===== src/rtl/register_file.sv =====
// Architectural register file: two combinational read ports, x0 hardwired to zero, and a
// valid/ready writeback port that feeds the array through an in-order write buffer.
// Optional read bypass from the buffer and the incoming write: define REGFILE_BYPASS_EN.
module register_file #(
  parameter int unsigned REGISTER_WIDTH = 32,
  parameter int unsigned NUM_REGS       = 32,
  parameter int unsigned ADDR_WIDTH     = $clog2(NUM_REGS),
  parameter int unsigned BUF_DEPTH      = 2
) (
  input  logic                          clk,
  input  logic                          rst_n,
  input  logic [ADDR_WIDTH-1:0]         rs1_addr,
  input  logic [ADDR_WIDTH-1:0]         rs2_addr,
  output logic [REGISTER_WIDTH-1:0]     rs1_value,
  output logic [REGISTER_WIDTH-1:0]     rs2_value,
  input  logic                          wr_valid,
  output logic                          wr_ready,
  input  logic [ADDR_WIDTH-1:0]         wr_addr,
  input  logic [REGISTER_WIDTH-1:0]     wr_data,
  input  logic                          port_busy,
  output logic [$clog2(BUF_DEPTH):0]    pending_count
);

  localparam int unsigned PtrW = $clog2(BUF_DEPTH);
  localparam int unsigned CntW = PtrW + 1;

  logic [REGISTER_WIDTH-1:0] regs_q     [NUM_REGS];
  logic [ADDR_WIDTH-1:0]     buf_addr_q [BUF_DEPTH];
  logic [REGISTER_WIDTH-1:0] buf_data_q [BUF_DEPTH];

  logic [PtrW-1:0] head_q, head_d;
  logic [PtrW-1:0] tail_q, tail_d;
  logic [CntW-1:0] count_q, count_d;
  logic            push;
  logic            drain;

  // Writes to x0 complete the handshake but are never enqueued.
  always_comb begin
    wr_ready = count_q < CntW'(BUF_DEPTH);
    push     = wr_valid && wr_ready && (wr_addr != '0);
    drain    = (count_q != '0) && !port_busy;
    head_d   = drain ? head_q + PtrW'(1) : head_q;
    tail_d   = push ? tail_q + PtrW'(1) : tail_q;
    count_d  = count_q + CntW'(push) - CntW'(drain);
  end

  assign pending_count = count_q;

  always_ff @(posedge clk or negedge rst_n) begin
    if (!rst_n) begin
      head_q  <= '0;
      tail_q  <= '0;
      count_q <= '0;
      for (int i = 0; i < NUM_REGS; i++) begin
        regs_q[i] <= '0;
      end
      for (int i = 0; i < BUF_DEPTH; i++) begin
        buf_addr_q[i] <= '0;
        buf_data_q[i] <= '0;
      end
    end else begin
      head_q  <= head_d;
      tail_q  <= tail_d;
      count_q <= count_d;
      if (push) begin
        buf_addr_q[tail_q] <= wr_addr;
        buf_data_q[tail_q] <= wr_data;
      end
      if (drain) begin
        regs_q[buf_addr_q[head_q]] <= buf_data_q[head_q];
      end
    end
  end

  function automatic logic [REGISTER_WIDTH-1:0] read_port(input logic [ADDR_WIDTH-1:0] addr);
    logic [REGISTER_WIDTH-1:0] value;
`ifdef REGFILE_BYPASS_EN
    logic [PtrW-1:0] idx;
`endif
    value = regs_q[addr];
`ifdef REGFILE_BYPASS_EN
    // Walk oldest to youngest so the youngest matching entry wins.
    for (int i = 0; i < BUF_DEPTH; i++) begin
      idx = head_q + PtrW'(i);
      if ((CntW'(i) < count_q) && (buf_addr_q[idx] == addr)) begin
        value = buf_data_q[idx];
      end
    end
    // Held in reset, the incoming write must not leak onto the read ports.
    if (push && rst_n && (wr_addr == addr)) begin
      value = wr_data;
    end
`endif
    if (addr == '0) begin
      value = '0;
    end
    return value;
  endfunction

  always_comb begin
    rs1_value = read_port(rs1_addr);
    rs2_value = read_port(rs2_addr);
  end

endmodule


===== config.mk =====
export PLATFORM = sky130hd
export DESIGN_NAME = register_file
export DESIGN_NICKNAME = d
export VERILOG_FILES = /design/src/rtl/register_file.sv
export SDC_FILE = /design/constraint.sdc
export NUM_CORES = 2
export LEC_CHECK = 0
export ABC_AREA = 1
export CELL_PAD_IN_SITES_DETAIL_PLACEMENT = 1
export CELL_PAD_IN_SITES_GLOBAL_PLACEMENT = 2
export CORE_MARGIN = 5
export CORE_UTILIZATION = 36
export CTS_CLUSTER_SIZE = 14
export DETAILED_ROUTE_END_ITERATION = 8
export PLACE_DENSITY_LB_ADDON = 0.12
export SETUP_SLACK_MARGIN = 0.5
export SLEW_MARGIN = 20
export SYNTH_ARGS = -nofsm -noshare
export SYNTH_HDL_FRONTEND = slang
export SYNTH_SLANG_ARGS = --single-unit
export TNS_END_PERCENT = 30

===== constraint.sdc =====
create_clock -name clk -period 3.1 [get_ports clk]
set_input_delay 0.62 -clock clk [delete_from_list [all_inputs] [get_ports clk]]
set_output_delay 0.62 -clock clk [all_outputs]
set_load 0.01 [all_outputs]

# [After elaboration in Yosys (flattened, before gate mapping)]
# Cells that the tools add are included.
[totals] reg_bits=1102
[classes] add_sub_neg=4 n_lt_le_gt_ge=8 muxes=23 bitwise_logic=5 reduce_logical=10
[ops] operator="1024-bit bitwise mux" n=1
[ops] operator="32-bit two-way mux" n=11
[ops] operator="32-bit binary-select mux with 5-bit select" n=2
[ops] operator="32-bit demux with 5-bit select" n=1
[ops] operator="64-bit bitwise mux" n=1
[ops] operator="32-bit demux with 1-bit select" n=1
[ops] operator="5-bit two-way mux" n=4
[ops] operator="6-bit greater-or-equal comparator, second input constant" n=3
[ops] operator="5-bit NOT with 6-bit output" n=3
[ops] operator="10-bit bitwise mux" n=1
[ops] operator="5-bit logical NOT" n=2
[ops] operator="6-bit by 1-bit < comparator with 1-bit output, second input constant" n=1
[ops] operator="5-bit demux with 1-bit select" n=1
[ops] operator="1-bit logical AND" n=5
[ops] operator="5-bit nonzero test" n=1
[ops] operator="2-bit greater-or-equal comparator, second input constant" n=2
[ops] operator="1-bit NOT with 2-bit output" n=2
[ops] operator="1-bit adder, second input constant" n=2
[ops] operator="2-bit by 1-bit adder with 2-bit output" n=1
[ops] operator="2-bit by 1-bit < comparator with 1-bit output, second input constant" n=1
[ops] operator="2-bit < comparator, second input constant" n=1
[ops] operator="2-bit nonzero test" n=1
[ops] operator="2-bit by 1-bit subtractor with 2-bit output" n=1
[ops] operator="1-bit logical NOT" n=1

# [Longest topological paths before layout]
[logic_depth] ltp_word=10 ltp_mapped=13

# [Worst setup path after synthesis]
# OpenSTA, ideal clock, no wires.
[synth_path] kind="input port to output port" start="input rs2_addr[0]" end="output rs2_value[26]" arrival_time_ns=2.048 slack_ns=0.432 cell_stages=11 cell_sequence="clkbuf_1 > inv_1 > buf_2 > clkbuf_1 > clkbuf_1 > o21ai_0 > o21ai_0 > nor2_1 > nor2_1 > nor2_1 > nor2_1"
[synth_via] elab_chain_cells=5
[synth_lines] item="start, declared" line_no="13" source="input logic [ADDR_WIDTH-1:0] rs2_addr,"
[synth_lines] item="5-bit NOT with 6-bit output (not written as such)" line_no="80" source="value = regs_q[addr];"
[synth_lines] item="32-bit binary-select mux with 5-bit select" line_no="80"
[synth_lines] item="32-bit two-way mux (not written as such) (2 in series)" line_no="80"
[synth_lines] item="32-bit two-way mux (*)" line_no="94" source="if (addr == '0) begin"
[synth_lines] item="end, declared" line_no="15" source="output logic [REGISTER_WIDTH-1:0] rs2_value,"
# Mark *: on every way between the ends. The rest lies on a longest branch, timed or not. The select of a mux whose other input is x is not followed.

# [Final worst setup path]
[layout_path] start="input rs2_addr[0]" end="output rs2_value[25]"
# The elaborated chain is that of the path after synthesis.

==> impl_metrics.py <==
metrics = {
    "run_status": {
        "status": "complete, no violations",
    },
    "timing": {
        "fin_crit_ns": 3.02,
        "skew_ns": 0.0272,
        "drv_slew": 0,
        "finalSetupViolCount": 0,
        "hold_violations": 0,
        "max-slew-margin-rel_pct": 38.0,
        "worst_pin_slew_ns": 0.930,
        "post-route-period-util_pct": 97.3,
        "max_clock_freq_mhz": 331,
        "rsz0062_at_grt": "yes",
    },
    "cells_and_area": {
        "fin_util_pct": 47.7,
        "layout-drive-gt1-share_pct": 17.1,
        "layout-area-overhead-vs-synth_pct": 31.9,
        "nFillCells": 20172,
        "stdcell_count": 11340,
        "final_nets": 9077,
        "fin_area_mm2": 0.0794,
    },
    "synth": {
        "syn_inst": 8648,
        "synth-compound-area-share_pct": 11.3,
        "netlist_area_mm2": 0.0602,
        "synth-edff-count": 0,
        "synth_xor_xnor_area_share_pct": 0.0436,
        "synth_top_family_by_area": "simple AND/OR/NAND/NOR gates",
        "muxShareOfSynthArea_pct": 0.532,
        "synth_nets": 8701,
        "synth-simple-area-share_pct": 36.6,
        "yosysWarnings": 0,
        "synth.avg_cell_area_um2": 6.96,
        "ys_seq_area_share_pct": 45.8,
        "synthAdderAreaFrac_pct": 0.0416,
        "synth-seq-cells": 1102,
        "synthFlopType": "dfrtp_1",
        "synth.distinct_cells": 31,
        "async_flop_share_pct": 100,
    },
    "floorplan": {
        "dieArea_mm2": 0.176,
        "ioPinCount": 118,
        "chipHeight_um": 419,
        "core_mm2": 0.167,
        "initial_core_util_pct": 36.1,
        "die_w_um": 419,
        "num_rows": 150,
    },
    "clock_tree": {
        "cts_max_level": 4,
        "cts_root_buf": "clkbuf_16",
        "cts_tree": "yes",
        "cts_sinks": 1102,
        "clock_latency_ns": 0.81,
        "path_clk_slew_ns": 0.05,
        "numCtsBuffers": 140,
        "clk_path_buf_depth": 3,
    },
    "drt": {
        "wirelength_um": 307000,
        "routedWlPerCell_um": 27.1,
        "dr.pass1.iters": 6,
        "dr_total_vias": 65106,
        "drt.antenna.violating_nets": 0,
        "drt_iter0_drc": 6388,
        "viasPerCell": 5.74,
        "drc": 0,
    },
    "worst_setup_path": {
        "crit_fanout": 6,
        "required_ns": 2.48,
        "start_kind": "primary input",
        "timing.critical_path.buf_inv": 9,
        "path_common_cell": "nand2_2",
        "critPathSlowestCell": "buf_16",
        "worstPathCellList": "buf_16 > clkinv_16 > buf_16 > buf_8 > buf_12 > buf_16 > buf_8 > nand2_2 > nand3_2 > nand3_2 > nand2_2 > nand2_2 > nand2_2 > nor2_2 > nor2_1 > buf_4 > buf_6",
        "crit_family": "buffers and inverters",
        "slowest_delay_ns": 0.17,
        "arrival_ns": 2.40,
        "critical_path.endpoint_type": "output port",
        "path_class": "primary input to output port",
    },
    "pwr": {
        "p_leak_uw": 0.0367,
        "finalPower_uw": 64700,
        "vdd_drop_max_v": 0.000627,
        "p_per_area_mw_per_mm2": 814,
    },
    "grt": {
        "grt_pass1_vias": 64897,
        "antenna_found_initial": 7,
        "grt_max_degree": 98,
        "groute.usage.overall_pct": 33.7,
        "grt-ovfl-total": 0,
        "grt_pass1_wl_um": 443000,
    },
    "placed_design": {
        "dp_hpwl_um": 181000,
        "gp_congestion": 0.846,
        "io_buffers": 117,
        "dpl_cell_area_mm2": 0.0686,
        "dp.cells": 10835,
    },
    "flow_run": {
        "cap_viol_max_count": 0,
    },
    "worst_hold_path": {
        "hold_class": "primary input to async pin",
    },
}
## through the flow
stage / hold WS (ns) / setup WS (ns) / TNS, ns
floorplan: 0.324 / 0.494 / 0
global placement: 0.459 / -0.701 / -15.81
detailed placement: 0.467 / -0.699 / -15.54
CTS: 0.359 / 0.112 / 0
global route: 0.377 / 0.0469 / 0
finish: 0.362 / 0.0826 / 0
## where the power goes
part | internal, uW | switching, uW | total, uW
clock | 10500 | 6960 | 17400
sequential | 19800 | 4700 | 24500
combinational | 8140 | 14600 | 22800
total | 38400 | 26300 | 64700
## final cells by class
type                       count  area [um2]  area share [%]
tap                         2204        2760            3.47
timing repair buffer         983       13000            16.4
multi-input combinational   6705       30800            38.7
sequential                  1102       27600            34.7
inverter                      89         463           0.583
clock buffer                 203        4190            5.27
timing repair inverter         3        40.0          0.0504
antenna                        1        2.50         0.00315
clock inverter                50         627           0.789
## final timing paths
check	slack, ns	endpoint	cells after the start	start
setup / recovery	0.08	rs2_value[25]	17	rs2_addr[0]
hold / removal	0.36	regs_q[545]	2	rst_n
setup reg to reg	0.36	regs_q[931]	7	head_q
hold reg to reg	0.48	buf_addr_q[1]	2	buf_addr_q[1]
max in group asynchronous	1.52	head_q	3	rst_n
min in group clk	0.41	buf_data_q[2]	3	wr_data[2]
## layer usage
metal	up-vias	global-route usage, %	share of wire, %
met2	2248	55.5	47
met4	0	12.0	3.8
met3	519	3.83	5.9
met1	33309	46.1	44
li1	29030	-	-
met5	-	0	0
## synth_stat cells (3+ instances only)
library cell | number | area [um2]
nor2_1 | 288 | 1080
o21ai_1 | 245 | 1230
nor2_8 | 4 | 80.1
or2_1 | 3 | 18.8
clkbuf_1 | 498 | 1870
buf_2 | 160 | 801
nor2_4 | 7 | 78.8
a21oi_1 | 107 | 536
clkbuf_2 | 38 | 190
nor3_1 | 3 | 15.0
nand2_4 | 31 | 349
dfrtp_1 | 1102 | 27600
inv_1 | 81 | 304
nand2_1 | 3600 | 13500
mux2i_1 | 32 | 320
buf_1 | 55 | 206
o21ai_0 | 998 | 4990
inv_2 | 7 | 26.3
nand3_1 | 1372 | 6870
## registers in the layout, summed over array words and instances (netlist names)
| signal | flops |
|---|---|
| head_q | 1 |
| buf_addr_q | 10 |
| regs_q | 1024 |
| buf_data_q | 64 |
| pending_count | 2 |
| tail_q | 1 |
## what timing repair did
| action | CTS | global route |
|---|---|---|
| hold buffers | 1 | 0 |
| pin swaps | 108 | 154 |
| setup buffers | 95 | 68 |
| gates resized for setup | 560 | 323 |
| hold endpoints to repair | 24 | 0 |
| cloned | 48 | 39 |
| setup endpoints to repair | 204 | 462 |
## placed cells by master (no fill, tap or decap), types with 97 or more instances in the layout
master,n
buf_12,207
nor2_1,196
clkbuf_16,179
o21ai_1,286
buf_4,472
a21oi_1,97
nand3_1,1278
o21ai_0,952
dfrtp_1,1101
nand2_1,3503
## worst reg2reg max path, stage by stage (launching register included)
cell and delay [ns]:
dfrtp_4 0.54, o21ai_0 0.62, nand2_1 0.30, nor2_4 0.29
nand2_4 0.07, buf_4 0.27, nand2_1 0.41, o21ai_1 0.10
## cells by family (layout without fill, tap and decap cells)
kind of cell | count (synthesis) | count (layout)
adder cells (fa/ha/maj) | 2 | 2
multiplexers | 32 | 32
XOR/XNOR | 3 | 3
flip-flops | 1102 | 1102
buffers and inverters | 841 | 1328
AO/OA/AOI/OAI | 1354 | 1354
AND/OR/NAND/NOR | 5314 | 5314
other | 0 | 1
Power figures use the tool's default switching activity.
